--- config.mk ---
export PLATFORM = sky130hd
export DESIGN_NAME = mem_arbiter
export DESIGN_NICKNAME = d
export VERILOG_FILES = /design/src/rtl/mem_arbiter.sv
export SDC_FILE = /design/constraint.sdc
export NUM_CORES = 1
export LEC_CHECK = 0
export ABC_AREA = 1
export BUFFER_PORTS_ARGS = -buffer_cell sky130_fd_sc_hd__clkbuf_2
export CAP_MARGIN = 20
export CORE_AREA = 4 4 118 120
export DETAILED_ROUTE_END_ITERATION = 7
export DIE_AREA = 0 0 122 124
export PLACE_DENSITY = 0.66
export RECOVER_POWER = 25
export SETUP_SLACK_MARGIN = 0.1
export SLEW_MARGIN = 10
export SYNTH_ARGS = -nofsm -noshare
export SYNTH_HDL_FRONTEND = slang
export SYNTH_SLANG_ARGS = --single-unit
export TNS_END_PERCENT = 30
--- constraint.sdc ---
create_clock -name clk -period 1.6 [get_ports clk]
set_input_delay 0.16 -clock clk [delete_from_list [all_inputs] [get_ports clk]]
set_output_delay 0.16 -clock clk [all_outputs]
set_load 0.01 [all_outputs]
--- src/rtl/mem_arbiter.sv ---
`default_nettype none
// ============================================================================
// Module  : mem_arbiter
// Purpose : two-master round-robin arbiter in front of a 1-cycle-read RAM.
//           Define MEM_ARB_FIXED_PRIORITY_EN for fixed m0-wins-ties priority.
// Revision: 1.0
// ============================================================================
module mem_arbiter #(
  parameter int MEM_WORDS = 1536
) (
  input  logic        clk,
  input  logic        resetn,
  input  logic [31:0] m0_addr,
  input  logic [31:0] m0_wdata,
  input  logic [3:0]  m0_wmask,
  input  logic        m0_rstrb,
  output logic [31:0] m0_rdata,
  output logic        m0_ack,
  output logic        m0_err,
  input  logic [31:0] m1_addr,
  input  logic [31:0] m1_wdata,
  input  logic [3:0]  m1_wmask,
  input  logic        m1_rstrb,
  output logic [31:0] m1_rdata,
  output logic        m1_ack,
  output logic        m1_err,
  output logic [31:0] mem_addr,
  output logic [31:0] mem_wdata,
  output logic [3:0]  mem_wmask,
  output logic        mem_rstrb,
  input  logic [31:0] mem_rdata
);

  localparam logic [1:0]  S_IDLE     = 2'd0;
  localparam logic [1:0]  S_ISSUE    = 2'd1;
  localparam logic [1:0]  S_RESP     = 2'd2;
  localparam logic [29:0] C_WORD_LIM = 30'(MEM_WORDS);

  logic [1:0]  state_q, state_d;
  logic        gnt_q, gnt_d;
  logic        oor_q, oor_d;
  logic        rstrb_q, rstrb_d;
  logic [3:0]  wmask_q, wmask_d;
  logic [31:0] addr_q, addr_d;
  logic [31:0] wdata_q, wdata_d;

  logic        req0, req1, sel;
  logic [31:0] sel_addr;
  logic        in_issue, in_resp;
  logic [31:0] resp_data;

  assign req0 = m0_rstrb | (|m0_wmask);
  assign req1 = m1_rstrb | (|m1_wmask);

`ifdef MEM_ARB_FIXED_PRIORITY_EN
  assign sel = ~req0 & req1;
`else
  logic last_q, last_d;
  // On a tie the master that did not win last time is served.
  assign sel = (req0 & req1) ? ~last_q : req1;
`endif

  assign sel_addr = sel ? m1_addr : m0_addr;

  always_comb begin
    state_d = state_q;
    gnt_d   = gnt_q;
    oor_d   = oor_q;
    rstrb_d = rstrb_q;
    wmask_d = wmask_q;
    addr_d  = addr_q;
    wdata_d = wdata_q;
`ifndef MEM_ARB_FIXED_PRIORITY_EN
    last_d  = last_q;
`endif
    case (state_q)
      S_IDLE: begin
        if (req0 | req1) begin
          state_d = S_ISSUE;
          gnt_d   = sel;
          addr_d  = sel_addr;
          wdata_d = sel ? m1_wdata : m0_wdata;
          wmask_d = sel ? m1_wmask : m0_wmask;
          rstrb_d = sel ? m1_rstrb : m0_rstrb;
          oor_d   = (sel_addr[31:2] >= C_WORD_LIM);
`ifndef MEM_ARB_FIXED_PRIORITY_EN
          last_d  = sel;
`endif
        end
      end
      S_ISSUE: state_d = S_RESP;
      // Always back to IDLE so a request being withdrawn is never re-sampled.
      S_RESP:  state_d = S_IDLE;
      default: state_d = S_IDLE;
    endcase
  end

  always_ff @(posedge clk or negedge resetn) begin
    if (!resetn) begin
      state_q <= S_IDLE;
      gnt_q   <= 1'b0;
      oor_q   <= 1'b0;
      rstrb_q <= 1'b0;
      wmask_q <= 4'b0;
      addr_q  <= 32'b0;
      wdata_q <= 32'b0;
`ifndef MEM_ARB_FIXED_PRIORITY_EN
      last_q  <= 1'b1;
`endif
    end else begin
      state_q <= state_d;
      gnt_q   <= gnt_d;
      oor_q   <= oor_d;
      rstrb_q <= rstrb_d;
      wmask_q <= wmask_d;
      addr_q  <= addr_d;
      wdata_q <= wdata_d;
`ifndef MEM_ARB_FIXED_PRIORITY_EN
      last_q  <= last_d;
`endif
    end
  end

  assign in_issue  = (state_q == S_ISSUE);
  assign in_resp   = (state_q == S_RESP);

  assign mem_addr  = addr_q;
  assign mem_wdata = wdata_q;
  assign mem_wmask = (in_issue & ~oor_q) ? wmask_q : 4'b0;
  assign mem_rstrb = in_issue & ~oor_q & rstrb_q;

  assign resp_data = oor_q ? 32'b0 : mem_rdata;

  assign m0_ack   = in_resp & ~gnt_q;
  assign m1_ack   = in_resp &  gnt_q;
  assign m0_err   = m0_ack & oor_q;
  assign m1_err   = m1_ack & oor_q;
  assign m0_rdata = m0_ack ? resp_data : 32'b0;
  assign m1_rdata = m1_ack ? resp_data : 32'b0;

endmodule
`default_nettype wire

==> impl_metrics.json <==
{
  "outcome": "finished, violations left",
  "violations": "setup timing",
  "gp_congestion": 0.8297,
  "timing.final.ws_setup_ns": -0.1641,
  "yosysMostFrequentCell": "nand2_1",
  "synth-xor-area-share_pct": 0,
  "ys_warn_count": 0,
  "cp_data_arrival_time_ns": 1.60,
  "maxCapViolations": 0,
  "yosys.area_share.simple_pct": 29.00,
  "dieArea_sq_um": 15130,
  "clockBufferDepth": 2,
  "critical_path_class": "register to output port",
  "synth-seq-area-share_pct": 44.88,
  "core_region_area_sq_um": 12980,
  "first_pass_iters": 4,
  "synth_edf_count": 0,
  "cts_tree": "yes",
  "num-nets-final": 1071,
  "syn_nets": 745,
  "htreeDepth": 3,
  "hpwl_mm": 12.15,
  "muxShareOfSynthArea_pct": 0,
  "p_seq_share_pct": 29.0,
  "ios": 309,
  "synth_async_sr_flop_share_pct": 100.0,
  "layout_min_cycle_time_ns": 1.764,
  "setup-violations-final": 66,
  "cts_inserted_buffers": 9,
  "synth-compound-area-share_pct": 15.39,
  "drc": 0,
  "drive_above_1_share_pct": 50.11,
  "rows": 42,
  "wire_per_inst_um": 15.37,
  "met1_usage_pct": 26.79,
  "fmax_mhz": 566.9,
  "die_x_um": 122,
  "initial_core_util_pct": 31.81,
  "synth_top_family_by_area": "simple AND/OR/NAND/NOR gates",
  "drt_iter0_drc": 345,
  "internal_power_uw": 6718,
  "grt.busiest_layer": "met2",
  "dp.cells": 1054,
  "synth_area_leader_cell": "dfrtp_1",
  "antenna_cells": 0,
  "port_buffers": 308,
  "dominantRegCellSynth": "dfrtp_1",
  "clock_sinks": 74,
  "clk_pin_slew_ns": 0.06,
  "grt_pass1_vias": 4731,
  "crit_path_start_kind": "register",
  "syn2layout_area_growth_pct": 67.18,
  "worstMarginPinSlew_ns": 0.7456,
  "p_switching_uw": 5080,
  "pwr_density_cell_nw_per_um2": 1709,
  "hold_ws_ns": 0.08013,
  "overflow": 0,
  "required_ns": 1.44,
  "synthesis.area_sq_um": 4129,
  "p_clk_share_pct": 17.7,
  "rsz0062_at_grt": "yes",
  "grt_util_all_layers_pct": 20.50,
  "via_per_inst": 4.677,
  "path_max_fanout": 32,
  "routed_wl_mm": 16.60,
  "clock-root-buffer": "clkbuf_16",
  "power.leakage_uw": 0.003721,
  "ys_seq_elements": 74,
  "grtUsageMet3_pct": 4.360,
  "synthTopCellsByArea": "dfrtp_1, nand2_1, o21ai_0",
  "hold_path.class": "input port to register",
  "syn_inst": 573,
  "final_cell_count_no_fill": 1080,
  "slew_headroom_pct": 50.29,
  "antenna_found_initial": 0,
  "vias": 5051,
  "synth_top_cells_by_count": "nand2_1, nor2_1, dfrtp_1, o21ai_0, nor3_1",
  "swShare_pct": 43.06,
  "yosysUniqueCellTypes": 23,
  "cp-end-kind": "output port",
  "hold_viol": 0,
  "ant_nets": 0,
  "fin_crit_sh_pct": 110.3,
  "synth_top_area_share_pct": 44.24,
  "clk_latency_ns": 0.33,
  "avgSynthCellArea_sq_um": 7.206,
  "grt_pass1_wl_mm": 24.23,
  "final_max_slew_viol_count": 0,
  "fin_skew_ns": 0.01071,
  "ir_worst_vdd_uv": 851.2,
  "synthAdderAreaFrac_pct": 0,
  "grt_use_met2_pct": 34.32,
  "grt_max_degree": 61,
  "comb_power_share_pct": 53.3,
  "die_h_um": 124
}
sequential cells by signal, indices dropped and copies added, names as in the netlist:
register	cells
mem_wdata	32
mem_addr	32
gnt_q	1
oor_q	1
last_q	1
rstrb_q	1
state_q	2
wmask_q	4
layout by cell type, fill, tap and decap left out, types with 2 or more instances in the layout:
master	netlist	final
o21ai_0	72	61
nand3b_1	8	8
inv_2	2	4
o22ai_1	4	4
clkbuf_8	0	2
clkinv_4	0	2
clkbuf_16	0	11
buf_6	3	13
clkbuf_2	0	238
nand2_2	0	7
nand2_4	3	2
buf_2	21	68
a31oi_1	8	8
nor3_4	1	10
clkbuf_1	15	2
inv_4	0	3
buf_12	0	6
nor2_2	0	4
nor2_1	77	73
o21ai_2	0	2
buf_4	3	29
nand3_1	10	8
nand2_1	106	99
o21ai_1	39	48
nor3_1	66	16
inv_1	57	52
nor3_2	1	42
dfrtp_1	73	71
nand3_2	1	3
through the flow:
stage | power, uW | TNS [ns] | cell area [sq um] | util [%] | worst slack [ns]
6_report | 11800 | -6.701 | 6903 | 53.18 | -0.1641
3_3_place_gp | 9095 | 0 | 6067 | 46.74 | 0.0007845
2_1_floorplan | 6687 | 0 | 4129 | - | 0.02188
4_1_cts | 11570 | -6.811 | 6674 | 51.42 | -0.1311
5_1_grt | 12770 | -12.71 | 6903 | 53.18 | -0.2310
3_5_place_dp | 9169 | -0.08781 | 6067 | 46.74 | -0.02497
cells by family after synthesis:
family,count (synthesis)
AND/OR/NAND/NOR,273
flip-flops,74
buffers and inverters,102
AO/OA/AOI/OAI,124
power groups by stage:
stage               combinational [uW]  sequential [uW]  clock, uW
floorplan                         2950             3740          0
global placement                  5710             3390          0
detailed placement                5790             3380          0
CTS                               6030             3380       2160
global route                      7010             3520       2240
finish                            6290             3420       2080
timing repair:
action | CTS | global route
gates resized for setup | 55 | 124
setup endpoints to repair | 116 | 131
buffers inserted | 6 | 0
hold buffers | 1 | 0
gates cloned | 0 | 3
pin swaps | 10 | 5
endpoints found under the hold margin | 26 | 0
routing by layer:
layer / wire (um) / part of all wire [%]
met1: 7032 / 42
met2: 8394 / 51
met3: 968 / 5.8
met4: 201 / 1.2
met5: 0 / 0
worst paths after layout:
kind                                           start                         to  slack [ns]  depth (start not counted)
max in group asynchronous                     resetn   mem_wdata[4]$_DFFE_PN0P_        0.22                          3
max                                gnt_q$_DFFE_PN0P_               m1_rdata[13]       -0.16                          6
max reg2reg                       last_q$_DFFE_PN1P_          oor_q$_DFFE_PN0P_        0.07                         10
min reg2reg                mem_wdata[31]$_DFFE_PN0P_  mem_wdata[31]$_DFFE_PN0P_        0.48                          2
min                                       m1_addr[4]    mem_addr[4]$_DFFE_PN0P_        0.08                          3
min in group asynchronous                     resetn    mem_addr[0]$_DFFE_PN0P_        0.44                          2
worst max-delay path: stages, from the launching register on:
cell and delay, ns:
dfrtp_1 0.40, inv_2 0.08, nor3_4 0.22, inv_2 0.08
buf_12 0.18, nor3_1 0.15, buf_2 0.16
final cells by class:
type	instances	area (sq um)
clock inverters	3	47.55
inverters	59	229.0
fillers	1312	6077
multi-input cells	397	2197
flip-flops and latches	74	1858
well taps	176	220.2
clock buffers	13	260.3
repair buffers	358	2091
Note: power is estimated with default switching activity, not from simulation.
